===== src/rtl/clint_tick_ctrl_pkg.sv =====
// Shared constants for the CLINT tick controller: CLINT register map,
// reload sequence states and the period floor helper.
package clint_tick_ctrl_pkg;

  localparam int unsigned WORD_W = 32;
  localparam int unsigned OVR_W  = 8;

  localparam logic [WORD_W-1:0] MTIME_LO    = 32'h0000_BFF8;
  localparam logic [WORD_W-1:0] MTIME_HI    = 32'h0000_BFFC;
  localparam logic [WORD_W-1:0] MTIMECMP_LO = 32'h0000_4000;
  localparam logic [WORD_W-1:0] MTIMECMP_HI = 32'h0000_4004;

  localparam logic [WORD_W-1:0] CMP_PARK = 32'hFFFF_FFFF;

  typedef enum logic [2:0] {
    IDLE,
    RD_HI,
    RD_LO,
    RD_HI2,
    WR_HMAX,
    WR_LO,
    WR_HI,
    WAIT_CLR
  } state_t;

  function automatic logic [WORD_W-1:0] floor_period(input logic [WORD_W-1:0] p,
                                                     input logic [WORD_W-1:0] pmin);
    return (p < pmin) ? pmin : p;
  endfunction

endpackage


===== src/rtl/clint_tick_ctrl.sv =====
// Auto-reloads CLINT mtimecmp to mtime + period on each timer interrupt.
// Optional overrun counter enabled by defining CLINT_TICK_OVERRUN_EN.
module clint_tick_ctrl
  import clint_tick_ctrl_pkg::*;
#(
  parameter int unsigned DATA_WIDTH = 32,
  parameter int unsigned PERIOD_MIN = 1
) (
  input  logic                  clk_i,
  input  logic                  rst_i,
  input  logic                  en_i,
  input  logic [WORD_W-1:0]     period_i,
  input  logic                  timer_irq_i,
  input  logic                  cpu_req_i,
  input  logic                  cpu_we_i,
  input  logic [DATA_WIDTH-1:0] cpu_addr_i,
  input  logic [DATA_WIDTH-1:0] cpu_data_i,
  output logic [DATA_WIDTH-1:0] cpu_data_o,
  output logic                  cpu_gnt_o,
  output logic                  clint_req_o,
  output logic                  clint_we_o,
  output logic [DATA_WIDTH-1:0] clint_addr_o,
  output logic [DATA_WIDTH-1:0] clint_data_o,
  input  logic [DATA_WIDTH-1:0] clint_data_i,
  output logic                  busy_o,
  output logic                  done_o,
  output logic [OVR_W-1:0]      overrun_o
);

  state_t             state;
  state_t             state_next;
  logic [WORD_W-1:0]  hi;
  logic [WORD_W-1:0]  lo;
  logic [WORD_W-1:0]  period_q;
  logic [WORD_W-1:0]  rd_word;
  logic [2*WORD_W-1:0] target;

  assign rd_word = clint_data_i[WORD_W-1:0];
  assign target  = {hi, lo} + (2*WORD_W)'(period_q);

  // State register
  always_ff @(posedge clk_i or negedge rst_i) begin
    if (!rst_i) state <= IDLE;
    else        state <= state_next;
  end

  // mtime snapshot, sampled period and status flags
  always_ff @(posedge clk_i or negedge rst_i) begin
    if (!rst_i) begin
      hi       <= '0;
      lo       <= '0;
      period_q <= '0;
      busy_o   <= 1'b0;
      done_o   <= 1'b0;
    end else begin
      case (state)
        RD_HI:   hi <= rd_word;
        RD_LO: begin
          lo       <= rd_word;
          period_q <= floor_period(period_i, WORD_W'(PERIOD_MIN));
        end
        RD_HI2:  if (rd_word != hi) hi <= rd_word;
        default: ;
      endcase
      busy_o <= (state_next != IDLE);
      done_o <= (state_next == WAIT_CLR) && (state != WAIT_CLR);
    end
  end

  // Next state and bus mux; the CPU owns the CLINT bus only in IDLE
  always_comb begin
    state_next   = state;
    clint_req_o  = 1'b0;
    clint_we_o   = 1'b0;
    clint_addr_o = '0;
    clint_data_o = '0;
    cpu_gnt_o    = 1'b0;
    cpu_data_o   = '0;
    case (state)
      IDLE: begin
        if (rst_i) begin
          clint_req_o  = cpu_req_i;
          clint_we_o   = cpu_we_i;
          clint_addr_o = cpu_addr_i;
          clint_data_o = cpu_data_i;
          cpu_data_o   = clint_data_i;
          cpu_gnt_o    = 1'b1;
        end
        if (en_i && timer_irq_i) state_next = RD_HI;
      end
      RD_HI: begin
        clint_req_o  = 1'b1;
        clint_addr_o = DATA_WIDTH'(MTIME_HI);
        state_next   = RD_LO;
      end
      RD_LO: begin
        clint_req_o  = 1'b1;
        clint_addr_o = DATA_WIDTH'(MTIME_LO);
        state_next   = RD_HI2;
      end
      // A changed high word means lo carried between reads: re-read lo
      RD_HI2: begin
        clint_req_o  = 1'b1;
        clint_addr_o = DATA_WIDTH'(MTIME_HI);
        state_next   = (rd_word != hi) ? RD_LO : WR_HMAX;
      end
      WR_HMAX: begin
        clint_req_o  = 1'b1;
        clint_we_o   = 1'b1;
        clint_addr_o = DATA_WIDTH'(MTIMECMP_HI);
        clint_data_o = DATA_WIDTH'(CMP_PARK);
        state_next   = WR_LO;
      end
      WR_LO: begin
        clint_req_o  = 1'b1;
        clint_we_o   = 1'b1;
        clint_addr_o = DATA_WIDTH'(MTIMECMP_LO);
        clint_data_o = DATA_WIDTH'(target[WORD_W-1:0]);
        state_next   = WR_HI;
      end
      WR_HI: begin
        clint_req_o  = 1'b1;
        clint_we_o   = 1'b1;
        clint_addr_o = DATA_WIDTH'(MTIMECMP_HI);
        clint_data_o = DATA_WIDTH'(target[2*WORD_W-1:WORD_W]);
        state_next   = WAIT_CLR;
      end
      WAIT_CLR: begin
        if (!timer_irq_i) state_next = IDLE;
      end
      default: state_next = IDLE;
    endcase
  end

`ifdef CLINT_TICK_OVERRUN_EN
  logic             irq_q;
  logic [OVR_W-1:0] ovr_cnt;

  // Saturating count of interrupt rising edges arriving mid-reload
  always_ff @(posedge clk_i or negedge rst_i) begin
    if (!rst_i) begin
      irq_q   <= 1'b0;
      ovr_cnt <= '0;
    end else begin
      irq_q <= timer_irq_i;
      if (busy_o && timer_irq_i && !irq_q && (ovr_cnt != {OVR_W{1'b1}}))
        ovr_cnt <= ovr_cnt + OVR_W'(1);
    end
  end

  assign overrun_o = ovr_cnt;
`else
  assign overrun_o = '0;
`endif

endmodule


===== config.mk =====
export PLATFORM = sky130hd
export DESIGN_NAME = clint_tick_ctrl
export DESIGN_NICKNAME = d
export VERILOG_FILES = /design/src/rtl/clint_tick_ctrl_pkg.sv /design/src/rtl/clint_tick_ctrl.sv
export SDC_FILE = /design/constraint.sdc
export NUM_CORES = 1
export LEC_CHECK = 0
export CORE_ASPECT_RATIO = 0.7
export CORE_MARGIN = 4
export CORE_UTILIZATION = 52
export CTS_CLUSTER_DIAMETER = 30
export DETAILED_ROUTE_END_ITERATION = 12
export PLACE_DENSITY = 0.87
export SYNTH_ARGS = -nofsm -noshare
export SYNTH_HDL_FRONTEND = slang
export SYNTH_SLANG_ARGS = --single-unit

===== constraint.sdc =====
create_clock -name clk_i -period 8.6 [get_ports clk_i]
set_input_delay 0.86 -clock clk_i [delete_from_list [all_inputs] [get_ports clk_i]]
set_output_delay 0.86 -clock clk_i [all_outputs]
set_load 0.005 [all_outputs]

==> results.yml, run 1 <==
timing:
  finalMaxSlewViolations: 0
  final-hold-violation-count: 0
  worst_pin_slew_ns: 1.25
  grt_setup_unrepaired: "no"
  setup_viol: 0
  timing.fmax_mhz: 192
  fin_crit_sh: 0.606
  finalCriticalPeriod_ns: 5.21
  maxSlewHeadroom: 0.168
  setup-tns-final_ns: 0
  finClkSkew_ns: 0.0146
detailed_routing:
  drc: 0
  vias: 8105
  avgRoutedWirePerCell_um: 21.9
  antenna_left: 0
  drtIter0Drc: 1065
  drt-total-wl_mm: 28.5
  routed_via_density: 6.25
  first_pass_iters: 8
cts:
  clk_latency_ns: 0.37
  cts_resized: 0
  cts_tree: "yes"
  cts_root_buffer: "clkbuf_16"
  numCtsBuffers: 9
  ctsHoldBuffers: 0
  clock_tree.buffer_depth: 2
  clk_pin_slew_ns: 0.09
  cts_setup_buffers: 0
  clock_sinks: 101
  ctsHtreeMaxLevel: 3
power_and_ir_drop:
  p_per_area_nw_per_um2: 139
  ir_drop_uv: 105
  leakage_uw: 0.00417
setup_path:
  reg2reg_to: "hi[22]$_DFFE_PN0P_"
  ff2ff_path_depth: 5
  worstPathArrival_ns: 4.35
  cp_cell_sequence: "ha_1 -> fa_1 -> a211o_2 -> a211oi_2 -> o31ai_4 -> a311oi_4 -> o41a_4 -> a2111oi_2 -> xnor2_1 -> o221ai_1 -> clkdlybuf4s50_1"
  startpoint_type: "register"
  max_stage_delay_ns: 0.57
  r2r_start: "hi[5]$_DFFE_PN0P_"
  critPathCaptureType: "primary output"
  path_max_fanout: 9
  cpMaxStageDelayCell: "clkdlybuf4s50_1"
  r2r_setup_slack_ns: 5.24
  required_ns: 7.74
  worst-setup-path-type: "reg2out"
floorplanning:
  dieArea_sq_um: 17700
  fp.dieW_um: 157
  core_sq_um: 15000
  start_util: 0.542
  io_pins: 243
  core.rowCount: 37
  die_y_um: 113
logic_synthesis:
  syn_area_sq_um: 8130
  ys.flop_type: "dfrtp_1"
  synth_edf_count: 0
  synth_area_leaders: "dfrtp_1 (31%), mux2_2 (13%), xnor2_1 (6.3%)"
  yosysWarnings: 0
  async_flop_share: 1.00
  seq_area_frac_synth: 0.311
  avgSynthCellArea_sq_um: 8.94
  synth_top_area_share: 0.311
  ys_ff_latch: 101
  synth.largest_area_cell: "dfrtp_1"
  postSynthCellCount: 909
  yosysUniqueCellTypes: 66
global_routing:
  grt_antenna_before_repair: 0
  grt_pass1_wl_mm: 43.6
  overflow: 0
  grt_pass1_vias: 7827
  track_usage: 0.312
  grt_max_degree: 78
outcome:
  run_status: "finished clean"
min_path:
  hold_path_class: "reg2reg"
  hold_depth: 1
  min-delay-start: "period_q[9]$_DFFE_PN0P_"
  hold_end: "period_q[9]$_DFFE_PN0P_"
layout:
  layout_commonest_cell: "clkdlybuf4s50_1"
  final_cell_mix: "clkdlybuf4s50_1 (233), dfrtp_1 (101), mux2_2 (94)"
  utilization: 0.721
  drive_gt1_frac: 0.129
  fin_nets: 1264
  area_delta_synth_final_pct: 33.1
  antennaDiodeCount: 0
place:
  gp_congestion: 0.998
  hpwl_mm: 22.0
  io_buffers: 234
run:
  cap_violations: 0
## per-layer routing
| layer | wire (um) | part of all wire | GRT usage | vias to the layer above |
|---|---|---|---|---|
| met4 | 394 | 0.014 | 0.0590 | 0 |
| li1 | - | - | - | 3677 |
| met5 | 0 | 0 | 0 | - |
| met3 | 3560 | 0.12 | 0.0898 | 41 |
| met1 | 12500 | 0.44 | 0.464 | 3891 |
| met2 | 12100 | 0.42 | 0.455 | 496 |
## cells by family after synthesis
kind of cell / Yosys count / synth area share
AOI/OAI and AO/OA: 204 / 0.178
and+or+nand+nor: 316 / 0.199
buffers and inverters: 78 / 0.0400
muxes: 102 / 0.140
other: 1 / 0.000461
DFF: 101 / 0.311
adders and majority gates: 33 / 0.0517
xor gates and xnor gates: 74 / 0.0798
## metrics by stage
step	power (uW)	cell area [sq um]	worst slack (ns)	instances	hold slack [ns]
final	1510	10800	3.39	1297	0.518
after global routing	1570	10800	3.33	1297	0.538
after CTS	1490	10800	3.48	1297	0.520
after detailed placement	1080	10500	3.83	1281	0.501
after global placement	1070	10500	3.89	1281	0.496
after floorplan	891	8150	4.87	916	0.485
## layout make-up
cell class	instances	area, sq um
fill	1143	4180
inverter	9	33.8
multi-input combinational	737	5340
clock buffer	9	225
clock inverter	7	73.8
timing repair buffer	239	2380
tap	195	244
sequential	101	2530
## where the power goes
part	switching [uW]	internal [uW]	total [uW]
Combinational	283	235	518
Sequential	50.6	518	569
Clock	213	207	419
## worst max-delay path, delay by kind of cell, from the launching register on
kind            cells  cell delay (ns)
compound gates      7             2.15
xor+xnor            1             0.20
fa+ha+maj           2             0.66
buf+inv             1             0.57
flops               1             0.39
## state kept, by name (all words and copies together) (netlist names)
| name | flops |
|---|---|
| busy_o | 1 |
| hi | 32 |
| lo | 32 |
| done_o | 1 |
| state | 3 |
| period_q | 32 |
## synth_stat cells, types with 9 or more instances
cell type / n
a21o_1: 21
a21oi_1: 55
a221oi_1: 18
and2_1: 57
and3_1: 9
clkbuf_1: 57
dfrtp_1: 101
ha_1: 32
inv_1: 9
mux2_2: 94
nand2_1: 86
nand3_1: 33
nand4_1: 25
nor2_1: 44
nor3_1: 13
nor4_1: 12
o21ai_0: 38
xnor2_1: 58
xor2_1: 16
## worst max-delay path by stage
stage                                  end  slack (ns)              start
after floorplan           clint_data_o[30]        4.87  lo[0]$_DFFE_PN0P_
after global placement    clint_data_o[31]        3.89              rst_i
after detailed placement  clint_data_o[31]        3.83              rst_i
after CTS                 clint_data_o[24]        3.48  lo[0]$_DFFE_PN0P_
after global routing      clint_data_o[24]        3.33  lo[0]$_DFFE_PN0P_
final                     clint_data_o[24]        3.39  lo[0]$_DFFE_PN0P_
No activity file was read; power rests on OpenSTA's default activity.
==> inputs of run 2 (changes only) <==
CORE_UTILIZATION = 44   (was 52)
PLACE_DENSITY = 0.78   (was 0.87)
clock period = 4.6 ns   (was 8.6 ns; I/O delays follow)
==> results.yml, run 2 (synthesized netlist as in run 1, its figures left out) <==
outcome:
  run_status: "finished clean"
setup_path:
  critPathCaptureType: "primary output"
  worst-setup-path-type: "reg2out"
  startpoint_type: "register"
  path_max_fanout: 9
  cp.depth: 11
  ff2ff_path_depth: 7
  path_buf_inv: 1
  max_stage_delay_ns: 0.57
  r2r_setup_slack_ns: 1.47
  crit_family: "compound AO/OA/AOI/OAI gates"
  cp_cell_sequence: "ha_1 -> fa_1 -> a211o_2 -> a211oi_4 -> o31ai_4 -> a311oi_4 -> o41a_4 -> a21oi_1 -> xnor2_1 -> o21ai_0 -> clkdlybuf4s50_1"
  cpMaxStageDelayCell: "clkdlybuf4s50_1"
  required_ns: 4.14
  worstPathArrival_ns: 4.03
timing:
  whs_ns: 0.0389
  grt_setup_unrepaired: "no"
  maxSlewHeadroom: 0.370
  final-hold-violation-count: 0
  finalCriticalPeriod_ns: 4.49
  setup_viol: 0
  timing.fmax_mhz: 223
  fin_crit_sh: 0.976
  finalMaxSlewViolations: 0
  setup-tns-final_ns: 0
  finClkSkew_ns: 0.0128
  worst_pin_slew_ns: 0.946
detailed_routing:
  routed_via_density: 5.94
  drtIter0Drc: 760
  avgRoutedWirePerCell_um: 21.8
  vias: 8013
  antenna_left: 0
  drt-total-wl_mm: 29.4
  first_pass_iters: 5
  drc: 0
layout:
  post-route-cell-area_sq_um: 11000
  antennaDiodeCount: 0
  area_delta_synth_final_pct: 35.3
  top_regs: "hi: 32 flops, lo: 32 flops, period_q: 32 flops"
  drive_gt1_frac: 0.138
  fin_nets: 1276
  utilization: 0.609
  n_fill_cell: 1576
  layout_commonest_cell: "clkdlybuf4s50_1"
  final_cell_mix: "clkdlybuf4s50_1 (233), dfrtp_1 (101), mux2_2 (94)"
global_routing:
  grt_pass1_vias: 7902
  overflow: 0
  track_usage: 0.281
  grt_max_degree: 72
  grt_antenna_before_repair: 0
  grt_pass1_wl_mm: 45.4
cts:
  clock_tree.buffer_depth: 2
  clk_latency_ns: 0.37
  numCtsBuffers: 9
  cts_tree: "yes"
  clk_pin_slew_ns: 0.08
  cts_root_buffer: "clkbuf_16"
  clock_sinks: 101
  ctsHtreeMaxLevel: 3
floorplanning:
  start_util: 0.450
  core_sq_um: 18100
  die_y_um: 122
  core.rowCount: 41
  dieArea_sq_um: 20700
  io_pins: 243
  fp.dieW_um: 170
power_and_ir_drop:
  p_per_area_nw_per_um2: 262
  p_sw_uw: 1010
  pwr-share-clk: 0.283
  power.total_uw: 2880
  leakage_uw: 0.00424
  ir_drop_uv: 160
  combPwrFrac: 0.346
  p_sw_frac: 0.351
  p_seq_frac: 0.370
  p_int_uw: 1870
run:
  cap_violations: 0
min_path:
  hold_path_class: "in2async"
place:
  post_dp_cell_area_sq_um: 10600
  gp_congestion: 0.979
  io_buffers: 234
  hpwl_mm: 22.9
[run 2: changes by cell type in the layout (fill, tap and decap cells not counted), sizes merged]
cell    change
clkbuf      +1
bufinv      +1
clkinv      -1
inv         -1
buf        +12
[run 2: final timing paths]
check                                    startpoint                  endpoint
setup reg to reg                  hi[5]$_DFFE_PN0P_          busy_o$_DFF_PN0_
min in group clk_i         period_q[14]$_DFFE_PN0P_  period_q[14]$_DFFE_PN0P_
max in group asynchronous                     rst_i        hi[27]$_DFFE_PN0P_
hold / removal                                rst_i  period_q[27]$_DFFE_PN0P_
setup / recovery                  lo[0]$_DFFE_PN0P_          clint_data_o[14]
hold reg to reg            period_q[14]$_DFFE_PN0P_  period_q[14]$_DFFE_PN0P_
[run 2: per-layer routing]
metal / global-route usage / part of all wire / up-vias / wire [um]
li1: - / - / 3701 / -
met1: 0.415 / 0.46 / 3828 / 13500
met2: 0.405 / 0.41 / 436 / 12000
met3: 0.0804 / 0.11 / 48 / 3180
met4: 0.0678 / 0.021 / 0 / 631
met5: 0 / 0 / - / 0
[run 2: what timing repair did]
action                     CTS  global route
gates resized for setup      0             3
setup endpoints to repair    3             6
hold buffers                 0             0
setup buffers                3             0
pin swaps                    1             0
[run 2: per-stage QoR]
stage	setup WS, ns	cells
after floorplan	1.27	916
after detailed placement	0.350	1331
final	0.112	1350
after CTS	0.113	1350
after global routing	0.00448	1350
after global placement	0.417	1331
[run 2: layout make-up]
class                   instances  area (sq um)  share of cell area
well taps                     236           295              0.0268
flip-flops and latches        101          2530               0.230
clock inverters                 6          76.3             0.00694
inverters                       9          33.8             0.00307
repair buffers                251          2480               0.225
clock buffers                  10           239              0.0217
multi-input cells             737          5350               0.486
[run 2: worst register-to-register path, stage by stage, from the launching register on]
cell	delay, ns
dfrtp_1	0.50
xnor2_1	0.54
nand4_1	0.38
nor4_1	0.72
nand2_1	0.21
mux2i_1	0.19
a21oi_1	0.11
or3_1	0.35
[run 2: power groups by stage]
stage / logic (uW) / registers, uW / clock network, uW
6_report: 998 / 1070 / 817
2_1_floorplan: 633 / 1030 / 0
3_5_place_dp: 950 / 1080 / 0
3_3_place_gp: 945 / 1080 / 0
5_1_grt: 1080 / 1080 / 862
4_1_cts: 967 / 1060 / 824
